## src/rtl/a2_slot_arb_pkg.sv

```systemverilog
`default_nettype none
// +--------------------------------------------------------------------+
// | a2_slot_arb_pkg : shared types and address constants for the       |
// |                   Apple II slot-space arbiter.                     |
// | Revision: 1.0                                                      |
// +--------------------------------------------------------------------+
package a2_slot_arb_pkg;

    localparam int SLOT_W = 3;

    localparam logic [15:0] IO_BASE     = 16'hC080;
    localparam logic [15:0] C8_START    = 16'hC800;
    localparam logic [15:0] C8_END      = 16'hCFFE;
    localparam logic [15:0] C8_CLEAR    = 16'hCFFF;
    localparam logic [4:0]  DEV_PAGE_HI = 5'b11000;

    typedef enum logic [1:0] {
        ST_IDLE      = 2'd0,
        ST_SELECT    = 2'd1,
        ST_WAIT_DATA = 2'd2,
        ST_DRIVE     = 2'd3
    } arb_state_t;

endpackage
`default_nettype wire

```

## src/rtl/a2_slot_decoder.sv

```systemverilog
`default_nettype none
// +--------------------------------------------------------------------+
// | a2_slot_decoder : per-card combinational slot-space address decode |
// | Revision: 1.0                                                      |
// +--------------------------------------------------------------------+
module a2_slot_decoder
    import a2_slot_arb_pkg::*;
(
    input  logic [15:0]       addr_i,
    input  logic [SLOT_W-1:0] slot_i,
    input  logic              owner_i,
    output logic              io_hit_o,
    output logic              dev_hit_o,
    output logic              rom_hit_o
);

    logic enabled;

    // Slot 0 marks an unplugged card; it never decodes anything.
    assign enabled   = (slot_i != '0);
    assign io_hit_o  = enabled && (addr_i[15:7] == IO_BASE[15:7]) && (addr_i[6:4] == slot_i);
    assign dev_hit_o = enabled && (addr_i[15:8] == {DEV_PAGE_HI, slot_i});
    assign rom_hit_o = enabled && owner_i && (addr_i >= C8_START) && (addr_i <= C8_END);

endmodule
`default_nettype wire

```

## src/rtl/a2_slot_arbiter.sv

```systemverilog
`default_nettype none
// +--------------------------------------------------------------------+
// | a2_slot_arbiter : slot-space select, $C800 ownership and read-data |
// |                   arbitration for FPGA-hosted peripheral cards.    |
// | Revision: 1.0                                                      |
// +--------------------------------------------------------------------+
module a2_slot_arbiter
    import a2_slot_arb_pkg::*;
#(
    parameter int NUM_CARDS   = 4,
    parameter int RESP_WINDOW = 4
) (
    input  logic                        clk_logic_i,
    input  logic                        system_reset_i,
    input  logic [15:0]                 addr_i,
    input  logic                        rw_n_i,
    input  logic [7:0]                  data_i,
    input  logic                        phi0_posedge_i,
    input  logic                        phi1_posedge_i,
    input  logic                        data_in_strobe_i,
    input  logic                        control_reset_n_i,
    input  logic [SLOT_W*NUM_CARDS-1:0] card_slot_i,
    input  logic [8*NUM_CARDS-1:0]      card_rd_data_i,
    input  logic [NUM_CARDS-1:0]        card_rd_valid_i,
    output logic [NUM_CARDS-1:0]        card_io_sel_o,
    output logic [NUM_CARDS-1:0]        card_dev_sel_o,
    output logic [NUM_CARDS-1:0]        card_rom_sel_o,
    output logic [NUM_CARDS-1:0]        card_wr_strobe_o,
    output logic [7:0]                  data_o,
    output logic                        data_oe_o,
    output logic [NUM_CARDS-1:0]        c8_owner_o,
    output logic                        conflict_o
);

    localparam logic [3:0] WINDOW = 4'(RESP_WINDOW);

    arb_state_t           state_q, state_d;
    logic [NUM_CARDS-1:0] io_hit, dev_hit, rom_hit;
    logic [NUM_CARDS-1:0] io_hit_q, io_hit_d;
    logic [NUM_CARDS-1:0] dev_hit_q, dev_hit_d;
    logic [NUM_CARDS-1:0] rom_hit_q, rom_hit_d;
    logic [NUM_CARDS-1:0] owner_q, owner_d;
    logic [NUM_CARDS-1:0] sel_hit_q;
    logic [NUM_CARDS-1:0] dev_pick;
    logic                 rw_q, rw_d;
    logic                 active_q, active_d;
    logic                 cfff_q, cfff_d;
    logic [3:0]           cnt_q, cnt_d;
    logic [7:0]           data_q, data_d;
    logic                 conflict_q, conflict_d;
    logic [7:0]           rd_data;
    logic                 any_valid, multi_valid, dev_seen;
    logic                 unused_data;

    // Write data reaches the cards directly; the port exists for bus completeness.
    assign unused_data = ^data_i;

    for (genvar i = 0; i < NUM_CARDS; i++) begin : g_dec
        a2_slot_decoder u_dec (
            .addr_i    (addr_i),
            .slot_i    (card_slot_i[i*SLOT_W +: SLOT_W]),
            .owner_i   (owner_q[i]),
            .io_hit_o  (io_hit[i]),
            .dev_hit_o (dev_hit[i]),
            .rom_hit_o (rom_hit[i])
        );
    end

    // Lowest-index priority for both the read driver and the new $C800 owner.
    always_comb begin
        rd_data     = 8'h00;
        any_valid   = 1'b0;
        multi_valid = 1'b0;
        dev_pick    = '0;
        dev_seen    = 1'b0;
        for (int i = 0; i < NUM_CARDS; i++) begin
            if (card_rd_valid_i[i]) begin
                if (!any_valid) begin
                    rd_data = card_rd_data_i[i*8 +: 8];
                end else begin
                    multi_valid = 1'b1;
                end
                any_valid = 1'b1;
            end
            if (dev_hit_q[i] && !dev_seen) begin
                dev_pick[i] = 1'b1;
                dev_seen    = 1'b1;
            end
        end
    end

    assign sel_hit_q = io_hit_q | dev_hit_q | rom_hit_q;

    always_comb begin
        state_d    = state_q;
        io_hit_d   = io_hit_q;
        dev_hit_d  = dev_hit_q;
        rom_hit_d  = rom_hit_q;
        rw_d       = rw_q;
        active_d   = active_q;
        cfff_d     = cfff_q;
        cnt_d      = cnt_q;
        data_d     = data_q;
        conflict_d = 1'b0;
        owner_d    = owner_q;

        if (phi0_posedge_i) begin
            // A Phi0 edge always starts a fresh decode, even if Phi1 was missed.
            io_hit_d  = io_hit;
            dev_hit_d = dev_hit;
            rom_hit_d = rom_hit;
            rw_d      = rw_n_i;
            cfff_d    = (addr_i == C8_CLEAR);
            active_d  = 1'b1;
            cnt_d     = 4'd0;
            state_d   = ST_SELECT;
        end else begin
            if (phi1_posedge_i) begin
                active_d = 1'b0;
            end
            case (state_q)
                ST_IDLE: begin
                    state_d = ST_IDLE;
                end
                ST_SELECT: begin
                    if (rw_q && (sel_hit_q != '0)) begin
                        cnt_d   = 4'd1;
                        state_d = ST_WAIT_DATA;
                    end else begin
                        state_d = ST_IDLE;
                    end
                end
                ST_WAIT_DATA: begin
                    if (any_valid) begin
                        data_d     = rd_data;
                        conflict_d = multi_valid;
                        state_d    = ST_DRIVE;
                    end else if (cnt_q >= WINDOW) begin
                        state_d = ST_IDLE;
                    end else if (cnt_q != 4'hF) begin
                        cnt_d = cnt_q + 4'd1;
                    end
                end
                ST_DRIVE: begin
                    if (phi1_posedge_i) begin
                        state_d = ST_IDLE;
                    end
                end
                default: begin
                    state_d = ST_IDLE;
                end
            endcase
        end

        if (data_in_strobe_i && active_q) begin
            if (cfff_q) begin
                owner_d = '0;
            end else if (dev_seen) begin
                owner_d = dev_pick;
            end
        end
        if (!control_reset_n_i) begin
            owner_d = '0;
        end
    end

    always_ff @(posedge clk_logic_i) begin
        if (system_reset_i) begin
            state_q    <= ST_IDLE;
            io_hit_q   <= '0;
            dev_hit_q  <= '0;
            rom_hit_q  <= '0;
            rw_q       <= 1'b1;
            active_q   <= 1'b0;
            cfff_q     <= 1'b0;
            cnt_q      <= 4'd0;
            data_q     <= 8'h00;
            conflict_q <= 1'b0;
            owner_q    <= '0;
        end else begin
            state_q    <= state_d;
            io_hit_q   <= io_hit_d;
            dev_hit_q  <= dev_hit_d;
            rom_hit_q  <= rom_hit_d;
            rw_q       <= rw_d;
            active_q   <= active_d;
            cfff_q     <= cfff_d;
            cnt_q      <= cnt_d;
            data_q     <= data_d;
            conflict_q <= conflict_d;
            owner_q    <= owner_d;
        end
    end

    assign card_io_sel_o    = (state_q == ST_SELECT) ? io_hit_q  : '0;
    assign card_dev_sel_o   = (state_q == ST_SELECT) ? dev_hit_q : '0;
    assign card_rom_sel_o   = (state_q == ST_SELECT) ? rom_hit_q : '0;
    assign card_wr_strobe_o = (data_in_strobe_i && active_q && !rw_q) ? sel_hit_q : '0;
    assign data_o           = data_q;
    assign data_oe_o        = (state_q == ST_DRIVE);
    assign c8_owner_o       = owner_q;
    assign conflict_o       = conflict_q;

endmodule
`default_nettype wire

```

## config.mk

```make
export PLATFORM = sky130hd
export DESIGN_NAME = a2_slot_arbiter
export DESIGN_NICKNAME = d
export VERILOG_FILES = /design/src/rtl/a2_slot_arb_pkg.sv /design/src/rtl/a2_slot_decoder.sv /design/src/rtl/a2_slot_arbiter.sv
export SDC_FILE = /design/constraint.sdc
export NUM_CORES = 1
export LEC_CHECK = 0
export ABC_CLOCK_PERIOD_IN_PS = 3000
export CAP_MARGIN = 20
export CORE_MARGIN = 3
export CORE_UTILIZATION = 41
export DETAILED_ROUTE_END_ITERATION = 10
export PLACE_DENSITY = 0.81
export SLEW_MARGIN = 20
export SYNTH_ARGS = -nofsm -noshare
export SYNTH_HDL_FRONTEND = slang
export SYNTH_SLANG_ARGS = --single-unit
```

## constraint.sdc

```tcl
create_clock -name clk_logic_i -period 3 [get_ports clk_logic_i]
set_input_delay 0.9 -clock clk_logic_i [delete_from_list [all_inputs] [get_ports clk_logic_i]]
set_output_delay 0.9 -clock clk_logic_i [all_outputs]
set_load 0.01 [all_outputs]
```

==> After elaboration in Yosys (flattened, before gate mapping) <==
Index checks and enable logic that the tools add are counted.
{ "word_totals": {"regBits": 34, "input_bits": 79, "elab_cells": 138} }
{ "op_classes": {"add_sub_neg": 1, "n_lt_le_gt_ge": 3, "n_eq_ne": 22, "n_mux": 43, "bitwise": 6, "n_reduce_logical": 51} }
{ "ops": {"columns": ["cell", "count"], "rows": [
  ["$mux 8", 7],
  ["$mux 4", 10],
  ["$eq 8x8->1", 4],
  ["$logic_and 1x1->1", 30],
  ["$mux 1", 20],
  ["$eq 16x16->1 const B", 1],
  ["$ge 16x16->1 const B", 1],
  ["$le 16x16->1 const B", 1],
  ["$eq 3x3->1", 4],
  ["$reduce_bool 3->1", 4],
  ["$ne 2x2->1 const B", 5],
  ["$eq 9x9->1 const B", 1],
  ["$mux 2", 4],
  ["$ne 4x4->1 const B", 2],
  ["$or 4x4->4", 2],
  ["$pmux 2 s4", 1],
  ["$pmux 4 s2", 1],
  ["$ne 3x3->1 const B", 2],
  ["$reduce_and 2->1", 3],
  ["$reduce_bool 2->1", 3],
  ["$reduce_and 5->1", 1],
  ["$add 4x1->4 const B", 1],
  ["$eq 2x2->1 const B", 2],
  ["$ge 4x3->1 const B", 1],
  ["8 further kinds", 15]
]} }

==> Depth between registers and ports, before layout <==
{ "logic_depth": {"ltp_word": 12, "ltp_mapped": 7} }

==> Hierarchy <==
From an unflattened synthesis, not the netlist that was laid out.
{ "unflattened": {"cells_unflattened": 295, "hier_area_um2": 2403.6} }
{ "by_module_without_submodules": {"columns": ["mod", "n_inst", "cells_each", "area_per_inst_um2", "seq_area_each_um2"], "rows": [
  ["a2_slot_arbiter", 1, 215, 1818.0, 680.7],
  ["a2_slot_decoder", 4, 20, 146.4, 0.0]
]} }

==> Worst setup path after synthesis <==
No wires, ideal clock.
{ "synth_timing": {"path_kind": "input -> register", "from": "in card_rd_valid_i[2]", "to": "reg data_q[0], in the netlist data_o[0]", "setup_time_ps": 119, "arrival_time_ps": 2208, "required_ps": 2881, "setup_slack_ps": 673, "stages": 6, "cell_sequence": "or4_1 > buf_2 > and3b_1 > buf_6 > buf_8 > o221a_1"} }
{ "synth_between": {"elab_chain_len": 3, "word_cells_on_any_way": 6, "cone_classes": "mux: 5; reduce/logical: 1"} }
{ "synth_rtl": {"columns": ["element", "line_no", "source"], "rows": [
  ["start: declaration", "a2_slot_arbiter.sv:24", "input logic [NUM_CARDS-1:0] card_rd_valid_i,"],
  ["$mux 1 or $mux 8 (tied branches)", "a2_slot_arbiter.sv:77", "if (card_rd_valid_i[i]) begin"],
  ["$mux 1 or $mux 8 (tied branches)", "a2_slot_arbiter.sv:77, a2_slot_arbiter.sv:78", null],
  ["$reduce_and 3->1 (no source line) or $mux 8 (tied branches)", null, null],
  ["end signal: assignment", "a2_slot_arbiter.sv:189", "data_q <= data_d;"],
  ["end: declaration", "a2_slot_arbiter.sv:49", "logic [7:0] data_q, data_d;"]
]} }
Parallel ways exist; a longest one is shown, timed or not.
A chain may end at the register's enable or synchronous reset.

==> Worst setup path after layout <==
{ "layout_timing": {"from": "reg state_q[0]", "to": "out card_io_sel_o[1]"} }
{ "layout_between": {"elab_chain_len": 2} }
{ "layout_rtl": {"columns": ["element", "line_no", "source"], "rows": [
  ["start: declaration", "a2_slot_arbiter.sv:37", "arb_state_t state_q, state_d;"],
  ["start signal: assignment", "a2_slot_arbiter.sv:181", "state_q <= state_d;"],
  ["$eq 2x1->1", "a2_slot_arbiter.sv:195", "assign card_io_sel_o = (state_q == ST_SELECT) ? io_hit_q : '0;"],
  ["$mux 4", "a2_slot_arbiter.sv:195", null],
  ["end: declaration", "a2_slot_arbiter.sv:25", "output logic [NUM_CARDS-1:0] card_io_sel_o,"]
]} }
No other way between the ends.

==> impl_metrics.env <==
export IMPL_ys_top_cells_by_area="dfxtp_1, nand2_1, xnor2_1"
export IMPL_die_h_um=79.29
export IMPL_grt_antenna_before_repair=0
export IMPL_overflow=0
export IMPL_finalNonFillerCells=453
export IMPL_place_inst=445
export IMPL_power_density_mw_per_mm2=317.4
export IMPL_postRouteWirelength_mm=6.757
export IMPL_worstPathRequired_ns=2.10
export IMPL_cts_sinks=34
export IMPL_cts_tree="yes"
export IMPL_swShare_pct=24.21
export IMPL_routed_via_count=2416
export IMPL_synth_ff_type="dfxtp_1"
export IMPL_synth_edf_count=0
export IMPL_finalCritPeriodShare_pct=96.17
export IMPL_globalplace_congestion=0.8545
export IMPL_placeableCoreArea_mm2=0.005140
export IMPL_drive_gt1_share_pct=7.311
export IMPL_fmax_mhz=346.6
export IMPL_critPathMaxFanout=18
export IMPL_end_kind="output pin"
export IMPL_slowest_delay_ns=0.55
export IMPL_setup_tns_ns=0
export IMPL_synth_top_area_share_pct=30.91
export IMPL_ir_worst_vdd_uv=177.6
export IMPL_htree_levels=2
export IMPL_clk_pin_slew_worst_paths_ns=0.07
export IMPL_crit_arrival_ns=1.99
export IMPL_regArea_um2=680.7
export IMPL_via_per_inst=5.333
export IMPL_drt_iter0_markers=135
export IMPL_async_flop_share_pct=0
export IMPL_outcome="finished, final reports clean"
export IMPL_worst_slew_pin_slew_ns=0.5945
export IMPL_area_growth_pct=54.15
export IMPL_synth_nets=364
export IMPL_min_period_ns=2.885
export IMPL_cts_setup_buffers=0
export IMPL_grt_usage_pct=21.25
export IMPL_drtAntennaViolNets=0
export IMPL_postLayoutCoreUtil_pct=66.04
export IMPL_post_cts_resized=4
export IMPL_nFillCells=458
export IMPL_setup_slack_ns=0.1149
export IMPL_ys_types=52
export IMPL_antenna_cells=0
export IMPL_grt_max_degree=20
export IMPL_clockBufferDepth=2
export IMPL_synth_top_cell_by_area="dfxtp_1"
export IMPL_io_pins=109
export IMPL_place_ws_ns=-0.1184
export IMPL_num_rows=26
export IMPL_dr_pass1_iters=4
export IMPL_fin_skew_ns=0.004975
export IMPL_nNetsFinal=465
export IMPL_drc_errors=0
export IMPL_ys_seq_area_share_pct=30.91
export IMPL_final_area_mm2=0.003395
export IMPL_path_class="reg -> out"
export IMPL_syn_avg_cell_area_um2=7.837
export IMPL_leakagePower_nw=1.238
export IMPL_dieArea_mm2=0.006286
export IMPL_setup_viol=0
export IMPL_power_frac_seq_pct=42.5
export IMPL_ys_ff_latch=34
export IMPL_maxCapViolations=0
export IMPL_dp_hpwl_mm=5.412
export IMPL_hold_class="reg -> reg"
export IMPL_slew_viol_final=0
export IMPL_insertion_delay_ns=0.29
export IMPL_cp_start_kind="register"
export IMPL_rsz0062_at_grt="no"
export IMPL_syn_inst=281
export IMPL_initial_core_util_pct=42.84
export IMPL_total_power_mw=1.077
export IMPL_cts_made_buffers=5
export IMPL_dpl_cell_area_mm2=0.003289
export IMPL_grt_pass1_wl_mm=10.69
export IMPL_yosysWarningCount=0
export IMPL_wl_per_cell_um=14.92
export IMPL_worst_hold_slack_ns=0.4657
export IMPL_crit_slowest_cell="ha_1"
export IMPL_p_switching_uw=260.9
export IMPL_syn_cell_area_mm2=0.002202
export IMPL_portBuffers=100
export IMPL_clkPwrFrac_pct=37.2
export IMPL_p_int_uw=816.5
export IMPL_combPwrFrac_pct=20.3
export IMPL_grt_pass1_vias=2275
export IMPL_clockRootBuffer="clkbuf_8"
export IMPL_ctsHoldBuffers=0
export IMPL_die_w_um=79.29
export IMPL_hold_viol=0
export IMPL_multi_input_area_mm2=0.001378
export IMPL_slew_headroom_pct=60.37
export IMPL_crit_chain="ha_1 -> and2_1 -> clkdlybuf4s50_1"
## cell families (layout without fill, tap and decap cells)
logic type	count (synthesis)	in the layout	share of synthesized area, %
simple gates	127	127	29.43
xor+xnor	17	17	6.762
flops	34	34	30.91
compound gates	69	69	23.64
fa+ha+maj	5	5	2.727
buf+inv	29	131	6.534
## registers in the layout (all words and copies together), names as in the netlist
register / count
dev_hit_q: 4
cfff_q: 1
c8_owner_o: 4
rw_q: 1
data_o: 8
rom_hit_q: 4
io_hit_q: 4
cnt_q: 4
state_q: 2
conflict_o: 1
active_q: 1
## path summary, 6_finish.rpt
check / endpoint / slack (ns) / startpoint / cells after the start
min reg2reg: cnt_q[3] / 0.47 / cnt_q[3] / 2
max: card_io_sel_o[1] / 0.11 / state_q[0] / 3
max reg2reg: cnt_q[1] / 1.00 / state_q[1] / 5
min: cnt_q[3] / 0.47 / cnt_q[3] / 2
## power by group through the flow
stage | sequential, mW | clock [mW] | combinational (mW)
after floorplan | 0.467 | 0 | 0.0875
after global placement | 0.468 | 0 | 0.213
after detailed placement | 0.468 | 0 | 0.218
after CTS | 0.457 | 0.405 | 0.219
after global routing | 0.458 | 0.424 | 0.239
final | 0.458 | 0.401 | 0.219
## cells in the mapped netlist (3+ instances only)
cell and number:
nand2_1 43, dfxtp_1 34, nor2_1 20, a21oi_1 14, xnor2_1 14, and2_1 13, clkbuf_1 13, o21ai_0 12
nor3_1 10, or3_1 10, a22o_1 8, a22oi_1 7, inv_1 7, o221a_1 7, a31oi_1 5, nand3_1 5
a32o_1 4, buf_4 4, ha_1 4, nand2b_1 4, nand4_1 4, and3_1 3, xor2_1 3
## layout make-up
class                      instances  share of cell area, %
inverter                           8                 0.8846
sequential                        34                  20.05
timing repair buffer             115                  32.66
clock buffer                       8                  3.244
multi-input combinational        218                  40.58
tap                               70                  2.580
## critical path: cells and delay by family (launching register included)
kind	cells	cell delay, ns
adder cells (fa/ha/maj)	1	0.55
buffers and inverters	1	0.54
flip-flops	1	0.37
AND/OR/NAND/NOR	1	0.22
## cells in the final DEF, fill, tap and decap left out, types with 2 or more instances in the layout
cell type	netlist	routed
buf_4	4	15
xnor2_1	14	14
nand2_1	43	43
ha_1	4	4
nor2_1	20	20
nand2b_1	4	4
nor4b_1	2	2
o21ai_0	12	12
a31oi_1	5	5
nand4_1	4	4
and2_1	13	13
nand3_1	5	5
nor3_1	10	10
nor2b_1	2	2
or4_1	2	2
xor2_1	3	3
a22oi_1	7	7
o221a_1	7	7
inv_1	7	7
a22o_1	8	8
nor3b_1	2	2
or3_1	10	10
clkdlybuf4s50_1	0	96
clkbuf_8	0	8
dfxtp_1	34	34
a32o_1	4	4
and3_1	3	3
dlygate4sd2_1	0	4
a21oi_1	14	14
## metal layers
metal	wire length, um	GRT usage [%]	vias up
met3	363	4.649	10
met1	2995	27.83	1113
met5	0	0	-
li1	-	-	1211
met4	101	6.701	0
met2	3296	34.68	82
No activity file was read; power rests on OpenSTA's default activity.
